File: src/rtl/fetch_pkg.sv
// Shared types and constants for the instruction fetch stage.
package fetch_pkg;

   localparam int INSTR_W = 32;
   localparam int ADDR_W  = 32;

   localparam logic [ADDR_W-1:0] PC_INC = 32'd4;

   typedef enum logic [1:0] {
      REQ,
      WAIT,
      DISCARD
   } state_t;

   typedef struct packed {
      logic [ADDR_W-1:0]  pc;
      logic [INSTR_W-1:0] instr;
   } entry_t;

endpackage

File: src/rtl/fetch_queue.sv
// Small prefetch FIFO of fetched words; head is read straight from the entry registers.
module fetch_queue
   import fetch_pkg::*;
#(
   parameter  int QDEPTH = 2,
   localparam int PW     = $clog2(QDEPTH),
   localparam int CW     = PW + 1
) (
   input  logic          clk,
   input  logic          rst_n,
   input  logic          push,
   input  entry_t        push_data,
   input  logic          pop,
   input  logic          flush,
   output logic [CW-1:0] count,
   output entry_t        head
);

   entry_t        mem [QDEPTH];
   logic [PW-1:0] wr_ptr;
   logic [PW-1:0] rd_ptr;
   logic          do_push;
   logic          do_pop;

   // Pointers wrap naturally because the depth is a power of two.
   assign do_push = push && (count < CW'(QDEPTH));
   assign do_pop  = pop && (count != '0);

   always_ff @(posedge clk) begin
      if (!rst_n) begin
         for (int i = 0; i < QDEPTH; i++) mem[i] <= '0;
         wr_ptr <= '0;
         rd_ptr <= '0;
         count  <= '0;
      end else if (flush) begin
         wr_ptr <= '0;
         rd_ptr <= '0;
         count  <= '0;
      end else begin
         if (do_push) begin
            mem[wr_ptr] <= push_data;
            wr_ptr      <= wr_ptr + 1'b1;
         end
         if (do_pop) rd_ptr <= rd_ptr + 1'b1;
         count <= count + CW'(do_push) - CW'(do_pop);
      end
   end

   assign head = mem[rd_ptr];

endmodule

File: src/rtl/instr_fetch_unit.sv
// Fetch stage: owns the PC, keeps one imem request in flight and squashes it on redirect.
module instr_fetch_unit
   import fetch_pkg::*;
#(
   parameter logic [ADDR_W-1:0] RESET_PC = 32'h0000_0000,
   parameter int                QDEPTH   = 2
) (
   input  logic               clk_i,
   input  logic               rst_i,
   output logic               imem_req_o,
   output logic [ADDR_W-1:0]  imem_addr_o,
   input  logic               imem_gnt_i,
   input  logic               imem_rvalid_i,
   input  logic [INSTR_W-1:0] imem_rdata_i,
   input  logic               redirect_i,
   input  logic [ADDR_W-1:0]  redirect_pc_i,
   output logic               instr_valid_o,
   output logic [INSTR_W-1:0] instr_o,
   output logic [ADDR_W-1:0]  instr_pc_o,
   input  logic               instr_ready_i
);

   localparam int CW = $clog2(QDEPTH) + 1;

   state_t            state;
   state_t            state_nxt;
   logic [ADDR_W-1:0] fetch_pc;
   logic [ADDR_W-1:0] fetch_pc_nxt;
   logic [CW-1:0]     count;
   logic              granted;
   logic              push;
   logic              pop;
   entry_t            push_data;
   entry_t            head;

   // Only request when a queue slot is guaranteed for the single in-flight word.
   assign imem_req_o  = rst_i && (state == REQ) && (count < CW'(QDEPTH));
   assign imem_addr_o = fetch_pc;
   assign granted     = imem_req_o && imem_gnt_i;

   assign instr_valid_o = (count != '0);
   assign pop           = instr_valid_o && instr_ready_i;
   assign instr_o       = head.instr;
   assign instr_pc_o    = head.pc;

   // fetch_pc already advanced at grant, so the in-flight word sits one step behind it.
   assign push_data = '{pc: fetch_pc - PC_INC, instr: imem_rdata_i};

   always_ff @(posedge clk_i) begin
      if (!rst_i) begin
         state    <= REQ;
         fetch_pc <= RESET_PC;
      end else begin
         state    <= state_nxt;
         fetch_pc <= fetch_pc_nxt;
      end
   end

   always_comb begin
      state_nxt    = state;
      fetch_pc_nxt = fetch_pc;
      push         = 1'b0;
      case (state)
         REQ: begin
            if (granted) begin
               state_nxt    = WAIT;
               fetch_pc_nxt = fetch_pc + PC_INC;
            end
         end
         WAIT: begin
            if (imem_rvalid_i) begin
               push      = 1'b1;
               state_nxt = REQ;
            end
         end
         DISCARD: begin
            if (imem_rvalid_i) state_nxt = REQ;
         end
         default: state_nxt = REQ;
      endcase

      // A redirect wins: any response still owed must be swallowed in DISCARD.
      if (redirect_i) begin
         push         = 1'b0;
         fetch_pc_nxt = {redirect_pc_i[ADDR_W-1:2], 2'b00};
         if (((state == WAIT || state == DISCARD) && !imem_rvalid_i) ||
             ((state == REQ) && granted))
            state_nxt = DISCARD;
         else
            state_nxt = REQ;
      end
   end

   fetch_queue #(.QDEPTH(QDEPTH)) u_queue (
      .clk       (clk_i),
      .rst_n     (rst_i),
      .push      (push),
      .push_data (push_data),
      .pop       (pop),
      .flush     (redirect_i),
      .count     (count),
      .head      (head)
   );

   rvalid_in_req : assert property (@(posedge clk_i) disable iff (!rst_i)
      !((state == REQ) && imem_rvalid_i));

endmodule

File: config.mk
export PLATFORM = sky130hd
export DESIGN_NAME = instr_fetch_unit
export DESIGN_NICKNAME = d
export VERILOG_FILES = /design/src/rtl/fetch_pkg.sv /design/src/rtl/fetch_queue.sv /design/src/rtl/instr_fetch_unit.sv
export SDC_FILE = /design/constraint.sdc
export NUM_CORES = 1
export LEC_CHECK = 0
export BUFFER_PORTS_ARGS = -buffer_cell sky130_fd_sc_hd__buf_4
export CAP_MARGIN = 20
export CELL_PAD_IN_SITES_DETAIL_PLACEMENT = 0
export CELL_PAD_IN_SITES_GLOBAL_PLACEMENT = 1
export CORE_ASPECT_RATIO = 0.75
export CORE_MARGIN = 1
export CORE_UTILIZATION = 45
export CTS_BUF_LIST = sky130_fd_sc_hd__clkbuf_2
export CTS_CLUSTER_DIAMETER = 30
export CTS_CLUSTER_SIZE = 28
export DETAILED_ROUTE_END_ITERATION = 7
export PLACE_DENSITY = 0.91
export SETUP_SLACK_MARGIN = 0.05
export SLEW_MARGIN = 20
export SYNTH_ARGS = -nofsm -noshare
export SYNTH_HDL_FRONTEND = slang
export SYNTH_SLANG_ARGS = --single-unit
File: constraint.sdc
create_clock -name clk_i -period 6.5 [get_ports clk_i]
set_input_delay 0.325 -clock clk_i [delete_from_list [all_inputs] [get_ports clk_i]]
set_output_delay 0.325 -clock clk_i [all_outputs]
set_load 0.01 [all_outputs]
==> results.txt, run 1 <==
----------------------------------------------------
[Timing]
  Setup violation total in the final timing report ... 0
  Unrepaired setup endpoints after global routing ... no
  Transition time at the pin with the least slew margin ... 0.8639 ns
  Top achievable clock speed ... 0.3349 GHz
  Fin crit period ... 2.986 ns
  Final Slew Violations ... 0
  Crit share post-route ... 45.93%
  Final worst setup slack ... 3.514 ns
  Number of hold-slack violations in the final timing report ... 0
  Worst slew margin relative to its limit ... 42.41%
  Clock skew ... 0.03951 ns
  Sum of negative setup slack ... 0 ns

[Synthesis]
  Most used flip-flop cell after synthesis ... sky130_fd_sc_hd__edfxtp_1
  Fraction of registers with async set or reset after synthesis ... 0%
  Sequential area share after synthesis ... 54.35%
  Library cells used by synthesis ... 53
  Flops & latches, synth ... 161
  Number of warnings reported in the yosys synthesis log ... 0
  Post-synth EDFFs ... 124
  Netlist area before placement ... 8214 um^2
  Synth Instances ... 742
  Mean cell area of the mapped netlist ... 11.07 um^2

[Clock network]
  Clock Pin Slew Worst Setup and Hold Paths ... 0.28 ns
  CTS max path bufs ... 2
  Insertion delay of the later-clocked pin in the worst-skew pair ... 0.74 ns
  CTS buffer count ... 17
  Clock sinks ... 161
  Post-CTS setup buffers ... 0
  CTS tree ... yes
  Number of hold buffers added after cts ... 94
  H-tree levels ... 4
  Root buffer selected by CTS ... sky130_fd_sc_hd__clkbuf_2
  Number of resized instances in the post-cts repair step ... 0

[Die]
  Effective utilization at floorplan ... 46.25%
  Core footprint ... 17760 um^2
  Number of standard-cell rows in the floorplan ... 42
  DIE WIDTH ... 158.0 um
  Die area ... 18800 um^2
  Chip Height ... 119.0 um
  Io pins ... 168

[Route]
  Wire length after detailed routing ... 20.33 mm
  Antenna-violating nets left ... 0
  Vias per cell ... 5.378
  First-pass iteration count of the detailed router ... 5
  Violation count after the first detailed-routing iteration ... 488
  Vias ... 6551
  WL per Instance ... 16.69 um
  DRC errors left ... 0

[Critical path]
  Critical path startpoint category ... flip-flop
  Worst Path Required ... 7.20 ns
  Data arrival at the endpoint of the critical path ... 3.69 ns
  Capturing element type of the critical path ... flip-flop
  Type of the worst setup path ... reg -> reg
  Crit path max fanout ... 19

[Outcome]
  Outcome ... completed

[Final layout]
  Count of nets after finishing ... 1038
  Final non-filler cell area ... 10760 um^2
  Fraction of layout cells with a size suffix above 1 ... 28.51%
  Area growth from synthesis to final layout ... 30.95%
  Final Util ... 60.56%
  Commonest non-fill, non-tap cells in the layout ... sky130_fd_sc_hd__buf_4 (169), sky130_fd_sc_hd__edfxtp_1 (124), sky130_fd_sc_hd__dlygate4sd3_1 (95)
  Most common cell after layout, fill and taps aside ... sky130_fd_sc_hd__buf_4

[Pwr]
  P_leak ... 4.091 nW
  Cell Pwr Density ... 191.3 nW/um^2
  Worst voltage drop across the vdd grid ... 122.1 uV

[Global routing]
  Maximum number of pins on one net before global-route repair ... 63
  Global router's overall resource usage ... 22.18%
  Grt total ovfl ... 0
  Global-route wire length before repair ... 31.97 mm
  Via count of the first global-routing pass ... 6263
  Initial antenna violation count ... 1

[Placement]
  Weighted congestion reported at the end of routability-driven placement ... 0.8068
  Post-placement setup slack ... 3.698 ns
  Post-DP Area ... 9538 um^2
  Final HPWL from detailed placement ... 12.85 mm
  Input/output buffers ... 161

[Run]
  Number of maximum-capacitance constraint violations ... 0

[Worst hold path]
  Tightest Hold Check Type ... in -> reg

----------------------------------------------------
state kept, by name (all words and copies together) (netlist names), named ones only:
name,count
u_queue.mem,124
imem_addr_o,30
state,2
u_queue.count,2
u_queue.rd_ptr,1
u_queue.wr_ptr,1
cells by family (layout without fill, tap and decap cells):
logic type | after synthesis | in the layout | share of synthesized area, %
multiplexers | 66 | 66 | 8.987
AO/OA/AOI/OAI | 123 | 123 | 9.368
buffers and inverters | 82 | 312 | 4.128
XOR/XNOR | 20 | 20 | 2.132
adder cells (fa/ha/maj) | 6 | 6 | 0.9139
flip-flops | 161 | 161 | 54.35
AND/OR/NAND/NOR | 283 | 283 | 20.08
other | 1 | 5 | 0.04565
worst paths after layout:
kind	startpoint	to	slack, ns	cells after the start
worst max register to register	imem_addr_o[6]$_SDFFE_PN0P_	imem_addr_o[23]$_SDFFE_PN0P_	3.51	5
worst min register to register	state[1]$_SDFFE_PN0P_	state[1]$_SDFFE_PN0P_	0.50	2
worst max-delay path	imem_addr_o[6]$_SDFFE_PN0P_	imem_addr_o[23]$_SDFFE_PN0P_	3.51	5
worst min-delay path	imem_gnt_i	state[0]$_SDFFE_PN0P_	0.28	4
power by group:
part | switching [mW] | internal [mW]
clock | 0.431 | 0.137
combinational | 0.140 | 0.155
sequential | 0.0481 | 1.15
worst max-delay path: stages (launching register included):
cell                            delay [ns]
sky130_fd_sc_hd__dfxtp_1              0.68
sky130_fd_sc_hd__and4_1               0.33
sky130_fd_sc_hd__nand4_1              0.59
sky130_fd_sc_hd__or2_2                0.55
sky130_fd_sc_hd__a211oi_1             0.22
sky130_fd_sc_hd__dlygate4sd3_1        0.58
cell usage after synthesis, types with 9 or more instances:
cell                       count  area share [%]
sky130_fd_sc_hd__edfxtp_1    124              45
sky130_fd_sc_hd__nand4_1      17             1.3
sky130_fd_sc_hd__a21oi_1      33             2.0
sky130_fd_sc_hd__nor2_1       41             1.9
sky130_fd_sc_hd__a31oi_1      14             1.1
sky130_fd_sc_hd__nand2_1      29             1.3
sky130_fd_sc_hd__inv_1        14            0.64
sky130_fd_sc_hd__nand2b_1     10            0.76
sky130_fd_sc_hd__or4_1        28             2.6
sky130_fd_sc_hd__or3_1        12            0.91
sky130_fd_sc_hd__dfxtp_1      37             9.0
sky130_fd_sc_hd__nor4_1       10            0.76
sky130_fd_sc_hd__buf_2        10            0.61
sky130_fd_sc_hd__nand3_1      26             1.6
sky130_fd_sc_hd__o31ai_1      19             1.7
sky130_fd_sc_hd__nor3_1        9            0.55
sky130_fd_sc_hd__xnor2_1      16             1.7
sky130_fd_sc_hd__mux2_2       62             8.5
sky130_fd_sc_hd__clkbuf_1     49             2.2
sky130_fd_sc_hd__o21ai_0      32             1.9
sky130_fd_sc_hd__and2_1       67             5.1
metal layers:
metal / up-vias / track usage [%] / wire length (um) / share of wire, %
li1: 3201 / - / - / -
met1: 3091 / 31.77 / 9489 / 47
met2: 240 / 33.98 / 9207 / 45
met3: 19 / 4.985 / 1363 / 6.7
met4: 0 / 5.409 / 270 / 1.3
met5: - / 0 / 0 / 0
per-stage QoR:
stage	hold slack [ns]	instances	total power, mW
5_1_grt	0.2067	1218	2.147
6_report	0.2785	1218	2.058
2_1_floorplan	0.4555	745	1.345
4_1_cts	0.0004025	1216	2.064
3_3_place_gp	0.4760	1090	1.454
3_5_place_dp	0.4775	1090	1.459
layout make-up:
| class | count | area, um^2 |
|---|---|---|
| inverter | 16 | 60.06 |
| multi-input combinational | 502 | 3441 |
| sequential | 161 | 4466 |
| antenna | 1 | 2.502 |
| clock inverter | 15 | 180.2 |
| fill | 1490 | 7005 |
| clock buffer | 17 | 85.08 |
| timing repair buffer | 264 | 2220 |
| tap | 242 | 302.8 |
No activity file was read; power rests on OpenSTA's default activity.
==> inputs of run 2 (changes only) <==
- ABC_AREA: unset -> 1
- CORE_UTILIZATION: 45 -> 43
- PLACE_DENSITY: 0.91 -> 0.9
- clock period: 6.5 -> 3 ns (I/O delays scaled with it)
==> run 2 against run 1 <==
  * Core utilization down 2.7 points
  * Design area grew 4.2%
  * Clock skew grew 0.0039 ns
  * Worst setup slack worse by 3.2 ns
  * Sequential cell count is the same
  * Sequential power up 120%
  * Critical path depth shrank 2
  * Via count up 9.2%
  * Critical path type is now reg -> out
  * Critical endpoint is now instr_pc_o[26]
  * Largest cell class unchanged
  * Largest power group unchanged
==> results.txt, run 2 <==
----------------------------------------------------
[Clock network]
  Clock Pin Slew Worst Setup and Hold Paths ... 0.28 ns (about the same)
  CTS tree ... yes
  Insertion delay of the later-clocked pin in the worst-skew pair ... 0.76 ns (+0.02 ns)
  Post-CTS setup buffers ... 0 (unchanged)
  CTS max path bufs ... 2 (unchanged)
  Clock sinks ... 161 (unchanged)
  H-tree levels ... 4 (unchanged)
  CTS buffer count ... 17 (unchanged)
  Root buffer selected by CTS ... sky130_fd_sc_hd__clkbuf_2

[Synthesis]
  Mean cell area of the mapped netlist ... 9.118 um^2 (-18%)
  Library cells used by synthesis ... 37 (-30%)
  Cell types with the highest counts after synthesis ... sky130_fd_sc_hd__nor2_1 (187), sky130_fd_sc_hd__nand2_1 (152), sky130_fd_sc_hd__edfxtp_1 (124), sky130_fd_sc_hd__inv_1 (108), sky130_fd_sc_hd__mux2_2 (62)
  Biggest area consumer among synthesized cells ... sky130_fd_sc_hd__edfxtp_1
  Synth Instances ... 932 (+26%)
  Top cells by area in the synthesized netlist ... sky130_fd_sc_hd__edfxtp_1 (44%), sky130_fd_sc_hd__dfxtp_1 (8.7%), sky130_fd_sc_hd__nor2_1 (8.3%)
  Sequential area share after synthesis ... 52.53% (-1.8 points)
  Post-synth EDFFs ... 124 (unchanged)
  Fraction of registers with async set or reset after synthesis ... 0% (unchanged)
  Number of warnings reported in the yosys synthesis log ... 0 (unchanged)
  Netlist area before placement ... 8498 um^2 (+3.5%)
  Library cell with the highest instance count after synthesis ... sky130_fd_sc_hd__nor2_1
  Top-area cell type share of the netlist area ... 43.82% (-1.5 points)
  Flops & latches, synth ... 161 (unchanged)
  Most used flip-flop cell after synthesis ... sky130_fd_sc_hd__edfxtp_1

[Global routing]
  Global-route wire length before repair ... 34.56 mm (+8.1%)
  Global router's overall resource usage ... 22.74% (+0.56 points)
  Via count of the first global-routing pass ... 6760 (+7.9%)
  Initial antenna violation count ... 0 (-1)
  Grt total ovfl ... 0 (unchanged)
  Maximum number of pins on one net before global-route repair ... 63 (unchanged)

[Route]
  DRC errors left ... 0 (unchanged)
  Vias per cell ... 4.932 (-8.3%)
  WL per Instance ... 15.54 um (-6.9%)
  Antenna-violating nets left ... 0 (unchanged)
  Wire length after detailed routing ... 22.53 mm (+11%)
  Violation count after the first detailed-routing iteration ... 519 (+6.4%)
  Vias ... 7152 (+9.2%)
  First-pass iteration count of the detailed router ... 6 (+1)

[Critical path]
  Type of the worst setup path ... reg -> out
  Capturing element type of the critical path ... primary output
  Setup slack, reg-to-reg ... 0.59 ns (-2.92 ns)
  Crit path max fanout ... 23 (+4)
  Critical path startpoint category ... flip-flop
  Worst Path Required ... 2.85 ns (-4.35 ns)
  Data arrival at the endpoint of the critical path ... 2.49 ns (-1.20 ns)

[Pwr]
  Cell Pwr Density ... 411.5 nW/um^2 (+120%)
  Internal portion of total power ... 3.208 mW (+120%)
  Switching Share ... 30.43% (+0.32 points)
  Portion of total power attributed to sequential cells ... 55.7% (-2.4 points)
  P_leak ... 4.801 nW (+17%)
  Clock network fraction of total power ... 27.6% (about the same)
  Power dissipated by switching net loads ... 1.403 mW (+130%)
  Worst voltage drop across the vdd grid ... 201.8 uV (+65%)
  Combinational group share of total power ... 16.6% (+2.3 points)

[Worst hold path]
  Tightest Hold Check Type ... in -> reg

[Timing]
  Crit share post-route ... 88.16%
  Setup violation total in the final timing report ... 0 (unchanged)
  Top achievable clock speed ... 0.3781 GHz
  Sum of negative setup slack ... 0 ns (unchanged)
  Unrepaired setup endpoints after global routing ... no
  Worst slew margin relative to its limit ... 62.66% (+20 points)
  Fin crit period ... 2.645 ns
  Transition time at the pin with the least slew margin ... 0.5601 ns (-0.3038 ns)
  Number of hold-slack violations in the final timing report ... 0 (unchanged)
  Clock skew ... 0.04345 ns (+0.003945 ns)
  Final Slew Violations ... 0 (unchanged)

[Final layout]
  Area growth from synthesis to final layout ... 31.88%
  Count of nets after finishing ... 1260 (+21%)
  Commonest non-fill, non-tap cells in the layout ... sky130_fd_sc_hd__nor2_1 (187), sky130_fd_sc_hd__buf_4 (167), sky130_fd_sc_hd__nand2_1 (149)
  Fraction of layout cells with a size suffix above 1 ... 25.56% (-2.9 points)
  Most common cell after layout, fill and taps aside ... sky130_fd_sc_hd__nor2_1
  Register name with the most flops ... u_queue.mem
  Post-layout instance count excluding filler cells ... 1450 (+19%)
  Antenna Diode Count ... 0 (-1)
  Filler cells ... 1701 (+14%)
  Flip-flop count of the largest register, all copies and words added ... 124 (unchanged)

[Die]
  Die area ... 20340 um^2 (+8.1%)
  Effective utilization at floorplan ... 43.85% (-2.4 points)
  Number of standard-cell rows in the floorplan ... 44 (+4.8%)
  DIE WIDTH ... 164.3 um (+4.0%)
  Chip Height ... 123.7 um (+4.0%)
  Core footprint ... 19380 um^2 (+9.1%)
  Io pins ... 168 (unchanged)

[Placement]
  Final HPWL from detailed placement ... 15.06 mm (+17%)
  Placed cell count ... 1315 (+21%)
  Weighted congestion reported at the end of routability-driven placement ... 0.8782 (+8.8%)
  Input/output buffers ... 161 (unchanged)

[Outcome]
  Outcome ... completed

[Run]
  Number of maximum-capacitance constraint violations ... 0 (unchanged)

----------------------------------------------------
[run 2: cell count changes in the layout (fill, tap and decap cells not counted), sizes merged, moves of 10 or more]
cell	previous run	this run
or3	12	0
xor2	4	24
nand2	29	158
inv	22	119
nand2b	10	0
xnor2	16	4
and2	67	4
o31ai	19	0
or4	28	0
nand3	26	53
nor4	13	0
nor2	41	208
[run 2: metal layers]
layer / global-route usage [%] / share of wire [%] / up-vias
met5: 0 / 0 / -
met4: 5.613 / 1.1 / 0
met3: 4.529 / 6.6 / 22
met2: 38.24 / 48 / 251
met1: 30.14 / 45 / 3345
li1: - / - / 3534
[run 2: worst paths after layout]
kind / start / end / depth (start not counted)
hold / removal: imem_rdata_i[31] / u_queue.mem[1][31]$_SDFFCE_PN0P_ / 4
setup reg to reg: state[1]$_SDFFE_PN0P_ / imem_addr_o[9]$_SDFFE_PN0P_ / 7
setup / recovery: flip-flop / instr_pc_o[26] / 3
hold reg to reg: u_queue.rd_ptr$_SDFFE_PP0P_ / u_queue.rd_ptr$_SDFFE_PP0P_ / 1
[run 2: timing repair]
item | CTS | global route
hold endpoints to repair | 103 | 0
resized for setup | 0 | 0
hold buffers | 103 | 0
[run 2: cell families (layout without fill, tap and decap cells)]
group | count (synthesis) | in the layout | synth area share (%)
flops | 161 | 161 | 52.53
mux | 62 | 62 | 8.216
other cells | 1 | 4 | 0.04413
buf+inv | 157 | 419 | 7.965
fa+ha+maj | 6 | 6 | 0.8834
simple gates | 437 | 437 | 22.50
xor+xnor | 28 | 28 | 2.886
compound gates | 80 | 80 | 4.976
[run 2: worst max-delay path: stages, from the launching register on]
cell,delay [ns]
sky130_fd_sc_hd__dfxtp_2,0.74
sky130_fd_sc_hd__buf_4,0.41
sky130_fd_sc_hd__mux2_2,0.41
sky130_fd_sc_hd__buf_4,0.15
[run 2: metrics by stage]
stage	cell area [um^2]	power [mW]	setup WS [ns]	util, %	hold slack [ns]
6_report	11210	4.611	0.3551	57.83	0.2168
5_1_grt	11210	4.798	0.1508	57.83	0.1540
4_1_cts	11210	4.639	0.2202	57.83	0.1324
3_5_place_dp	9901	3.268	0.9743	51.09	0.3820
3_3_place_gp	9901	3.256	1.031	51.09	0.3714
2_1_floorplan	8509	2.974	0.1902	-	0.2833
[run 2: power by group through the flow]
stage               Sequential (mW)  Combinational, mW  Clock (mW)
global placement               2.61              0.645           0
global route                   2.58              0.842        1.38
CTS                            2.57              0.764        1.31
floorplan                      2.59              0.385           0
detailed placement             2.62              0.652           0
finish                         2.57              0.768        1.27
[run 2: cell type report]
type | count | area, um^2 | share of cell area (%)
flip-flops and latches | 161 | 4466 | 39.85
multi-input cells | 617 | 3376 | 30.12
repair buffers | 273 | 2345 | 20.92
inverters | 114 | 429.2 | 3.829
well taps | 253 | 316.6 | 2.825
clock inverters | 15 | 190.2 | 1.697
clock buffers | 17 | 85.08 | 0.7592
==> inputs of run 3 (changes only) <==
- ABC_AREA: 1 -> unset
- CORE_UTILIZATION: 43 -> 45
- PLACE_DENSITY: 0.9 -> 0.91
==> run 3 against run 2 <==
  * Clock-buffer cell count unchanged
  * Power about the same
  * Global-route usage up 0.30 points
  * Maximum frequency down 7.1%
  * Sequential power about the same
  * Critical endpoint is now imem_addr_o[28]$_SDFFE_PN0P_
==> results.txt, run 3 (synthesis gave the netlist of run 1 again) <==
----------------------------------------------------
[Global routing]
  Global-route wire length before repair ... 33.33 mm (-3.6%)
  Via count of the first global-routing pass ... 6412 (-5.1%)
  Maximum number of pins on one net before global-route repair ... 52 (-17%)
  Grt total ovfl ... 0 (unchanged)
  Initial antenna violation count ... 0 (unchanged)
  Global router's overall resource usage ... 23.05% (+0.30 points)

[Worst hold path]
  Worst-case hold path end point ... u_queue.mem[1][20]$_SDFFCE_PN0P_
  Count of cells along the worst hold path ... 3 (-1)
  Tightest Hold Check Type ... in -> reg
  Beginning of the worst hold path ... imem_rdata_i[20]

[Clock network]
  Clock Pin Slew Worst Setup and Hold Paths ... 0.30 ns (+0.02 ns)
  Root buffer selected by CTS ... sky130_fd_sc_hd__clkbuf_2
  CTS tree ... yes
  H-tree levels ... 4 (unchanged)
  Clock sinks ... 161 (unchanged)
  CTS max path bufs ... 2 (unchanged)
  CTS buffer count ... 17 (unchanged)
  Insertion delay of the later-clocked pin in the worst-skew pair ... 0.78 ns (+0.02 ns)
  Post-CTS setup buffers ... 0 (unchanged)

[Critical path]
  Launching point of the worst reg2reg path ... imem_addr_o[8]$_SDFFE_PN0P_
  Ordered list of cells on the worst path ... nand4_1 -> or4_1 -> or4_1 -> a31oi_1 -> dlygate4sd3_1
  Critical path's largest stage delay ... 0.73 ns (about the same)
  Capturing element type of the critical path ... flip-flop
  Most prevalent standard cell on the critical path ... sky130_fd_sc_hd__or4_1
  Critical path startpoint category ... flip-flop
  Data arrival at the endpoint of the critical path ... 3.57 ns (+1.08 ns)
  Number of cell instances on the worst register-to-register path ... 5 (-2)
  Worst Path Required ... 3.73 ns (+0.88 ns)
  Crit path buffers/inverters ... 1 (-1)
  Crit path max fanout ... 8 (-65%)
  Endpoint of the most critical register-to-register path ... imem_addr_o[28]$_SDFFE_PN0P_
  Type of the worst setup path ... reg -> reg
  Cell type group with the largest total delay on the critical path ... simple AND/OR/NAND/NOR gates
  Setup slack, reg-to-reg ... 0.15 ns (-0.44 ns)
  Slowest cell on the critical path ... sky130_fd_sc_hd__or4_1

[Timing]
  Sum of negative setup slack ... 0 ns (unchanged)
  Number of hold-slack violations in the final timing report ... 0 (unchanged)
  Clock skew ... 0.05350 ns (+0.01005 ns)
  Crit share post-route ... 94.86% (+6.7 points)
  Transition time at the pin with the least slew margin ... 0.6890 ns (+0.1289 ns)
  Worst slew margin relative to its limit ... 53.64% (-9.0 points)
  Unrepaired setup endpoints after global routing ... no
  Setup violation total in the final timing report ... 0 (unchanged)
  Final worst setup slack ... 0.1543 ns (-0.2008 ns)
  Final Slew Violations ... 0 (unchanged)
  Top achievable clock speed ... 0.3514 GHz (-7.1%)
  Fin crit period ... 2.846 ns (+0.2008 ns)

[Route]
  First-pass iteration count of the detailed router ... 5 (-1)
  Violation count after the first detailed-routing iteration ... 551 (+6.2%)
  Vias per cell ... 5.374 (+9.0%)
  Antenna-violating nets left ... 0 (unchanged)
  WL per Instance ... 16.77 um (+7.9%)
  Wire length after detailed routing ... 21.08 mm (-6.5%)
  DRC errors left ... 0 (unchanged)
  Vias ... 6755 (-5.6%)

[Final layout]
  Filler cells ... 1409 (-17%)
  Register name with the most flops ... u_queue.mem
  Commonest non-fill, non-tap cells in the layout ... sky130_fd_sc_hd__buf_4 (178), sky130_fd_sc_hd__edfxtp_1 (124), sky130_fd_sc_hd__dlygate4sd3_1 (122)
  Fraction of layout cells with a size suffix above 1 ... 29.26% (+3.7 points)
  Post-layout instance count excluding filler cells ... 1257 (-13%)
  Flip-flop count of the largest register, all copies and words added ... 124 (unchanged)
  Final Util ... 63.08% (+5.2 points)
  Antenna Diode Count ... 0 (unchanged)
  Most common cell after layout, fill and taps aside ... sky130_fd_sc_hd__buf_4
  Count of nets after finishing ... 1078 (-14%)
  Area growth from synthesis to final layout ... 36.41%

[Die]
  Chip Height ... 119.0 um (-3.8%)
  Die area ... 18800 um^2 (-7.5%)
  Core footprint ... 17760 um^2 (-8.3%)
  Effective utilization at floorplan ... 46.25% (+2.4 points)
  Number of standard-cell rows in the floorplan ... 42 (-4.5%)
  Io pins ... 168 (unchanged)
  DIE WIDTH ... 158.0 um (-3.8%)

[Placement]
  Final HPWL from detailed placement ... 13.64 mm (-9.4%)
  Post-placement setup slack ... 0.5096 ns (-0.4647 ns)
  Input/output buffers ... 161 (unchanged)
  Weighted congestion reported at the end of routability-driven placement ... 0.8573 (-2.4%)
  Placed cell count ... 1103 (-16%)

[Run]
  Number of maximum-capacitance constraint violations ... 0 (unchanged)

[Pwr]
  P_leak ... 4.324 nW (-9.9%)
  Cell Pwr Density ... 411.3 nW/um^2 (about the same)
  Worst voltage drop across the vdd grid ... 226.7 uV (+12%)

[Outcome]
  Outcome ... completed

----------------------------------------------------
## run 3: cell types whose count changed in the layout (fill, tap and decap cells not counted), sizes merged, moves of 20 or more
| cell | delta |
|---|---|
| and2 | +63 |
| inv | -97 |
| nand2 | -129 |
| nand3 | -27 |
| nor2 | -167 |
| or4 | +28 |
| xor2 | -20 |
## run 3: worst max-delay path by stage
stage / end / cells after the start / slack, ns / start
after floorplan: u_queue.mem[0][0]$_SDFFCE_PN0P_ / 4 / 0.26 / state[1]$_SDFFE_PN0P_
after global placement: u_queue.mem[0][58]$_SDFFCE_PN0P_ / 6 / 0.55 / imem_addr_o[2]$_SDFFE_PN0P_
after detailed placement: u_queue.mem[1][58]$_SDFFCE_PN0P_ / 6 / 0.51 / imem_addr_o[2]$_SDFFE_PN0P_
after CTS: imem_addr_o[30]$_SDFFE_PN0P_ / 5 / 0.06 / imem_addr_o[5]$_SDFFE_PN0P_
after global routing: imem_addr_o[28]$_SDFFE_PN0P_ / 5 / 0.07 / imem_addr_o[8]$_SDFFE_PN0P_
final: imem_addr_o[28]$_SDFFE_PN0P_ / 5 / 0.15 / imem_addr_o[8]$_SDFFE_PN0P_
## run 3: repair_timing
action	4_1_cts	5_1_grt
hold endpoints to repair	108	0
gates resized for setup	0	6
endpoints found under the setup margin	0	3
hold buffers	122	0
## run 3: per-stage QoR
step / area, um^2 / power (mW) / hold WS (ns)
3_5_place_dp: 9686 / 3.187 / 0.3866
6_report: 11200 / 4.608 / 0.1642
2_1_floorplan: 8229 / 2.909 / 0.2878
4_1_cts: 11200 / 4.616 / 0.1047
5_1_grt: 11200 / 4.805 / 0.07945
3_3_place_gp: 9686 / 3.175 / 0.3812
## run 3: worst reg2reg max path, stage by stage (launching register included)
cell and delay, ns:
sky130_fd_sc_hd__dfxtp_1 0.58, sky130_fd_sc_hd__nand4_1 0.22, sky130_fd_sc_hd__or4_1 0.73, sky130_fd_sc_hd__or4_1 0.55
sky130_fd_sc_hd__a31oi_1 0.15, sky130_fd_sc_hd__dlygate4sd3_1 0.55
## run 3: area by class of cell
type / instances / area, um^2 / share of cell area [%]
Clock inverter: 15 / 205.2 / 1.831
Multi-Input combinational cell: 502 / 3441 / 30.71
Tap cell: 242 / 302.8 / 2.702
Clock buffer: 17 / 85.08 / 0.7594
Timing Repair Buffer: 304 / 2638 / 23.54
Inverter: 16 / 60.06 / 0.5360
Sequential cell: 161 / 4473 / 39.92
## run 3: report_power, final
part / leakage (nW) / switching [mW] / internal [mW]
logic: 2.57 / 0.326 / 0.382
registers: 1.59 / 0.0945 / 2.48
clock network: 0.169 / 0.942 / 0.379
total: 4.32 / 1.36 / 3.25
## run 3: metal layers
| layer | GRT usage, % | routed length [um] |
|---|---|---|
| met5 | 0 | 0 |
| met3 | 4.949 | 1727 |
| met4 | 6.550 | 231 |
| met1 | 32.15 | 9270 |
| met2 | 36.01 | 9845 |
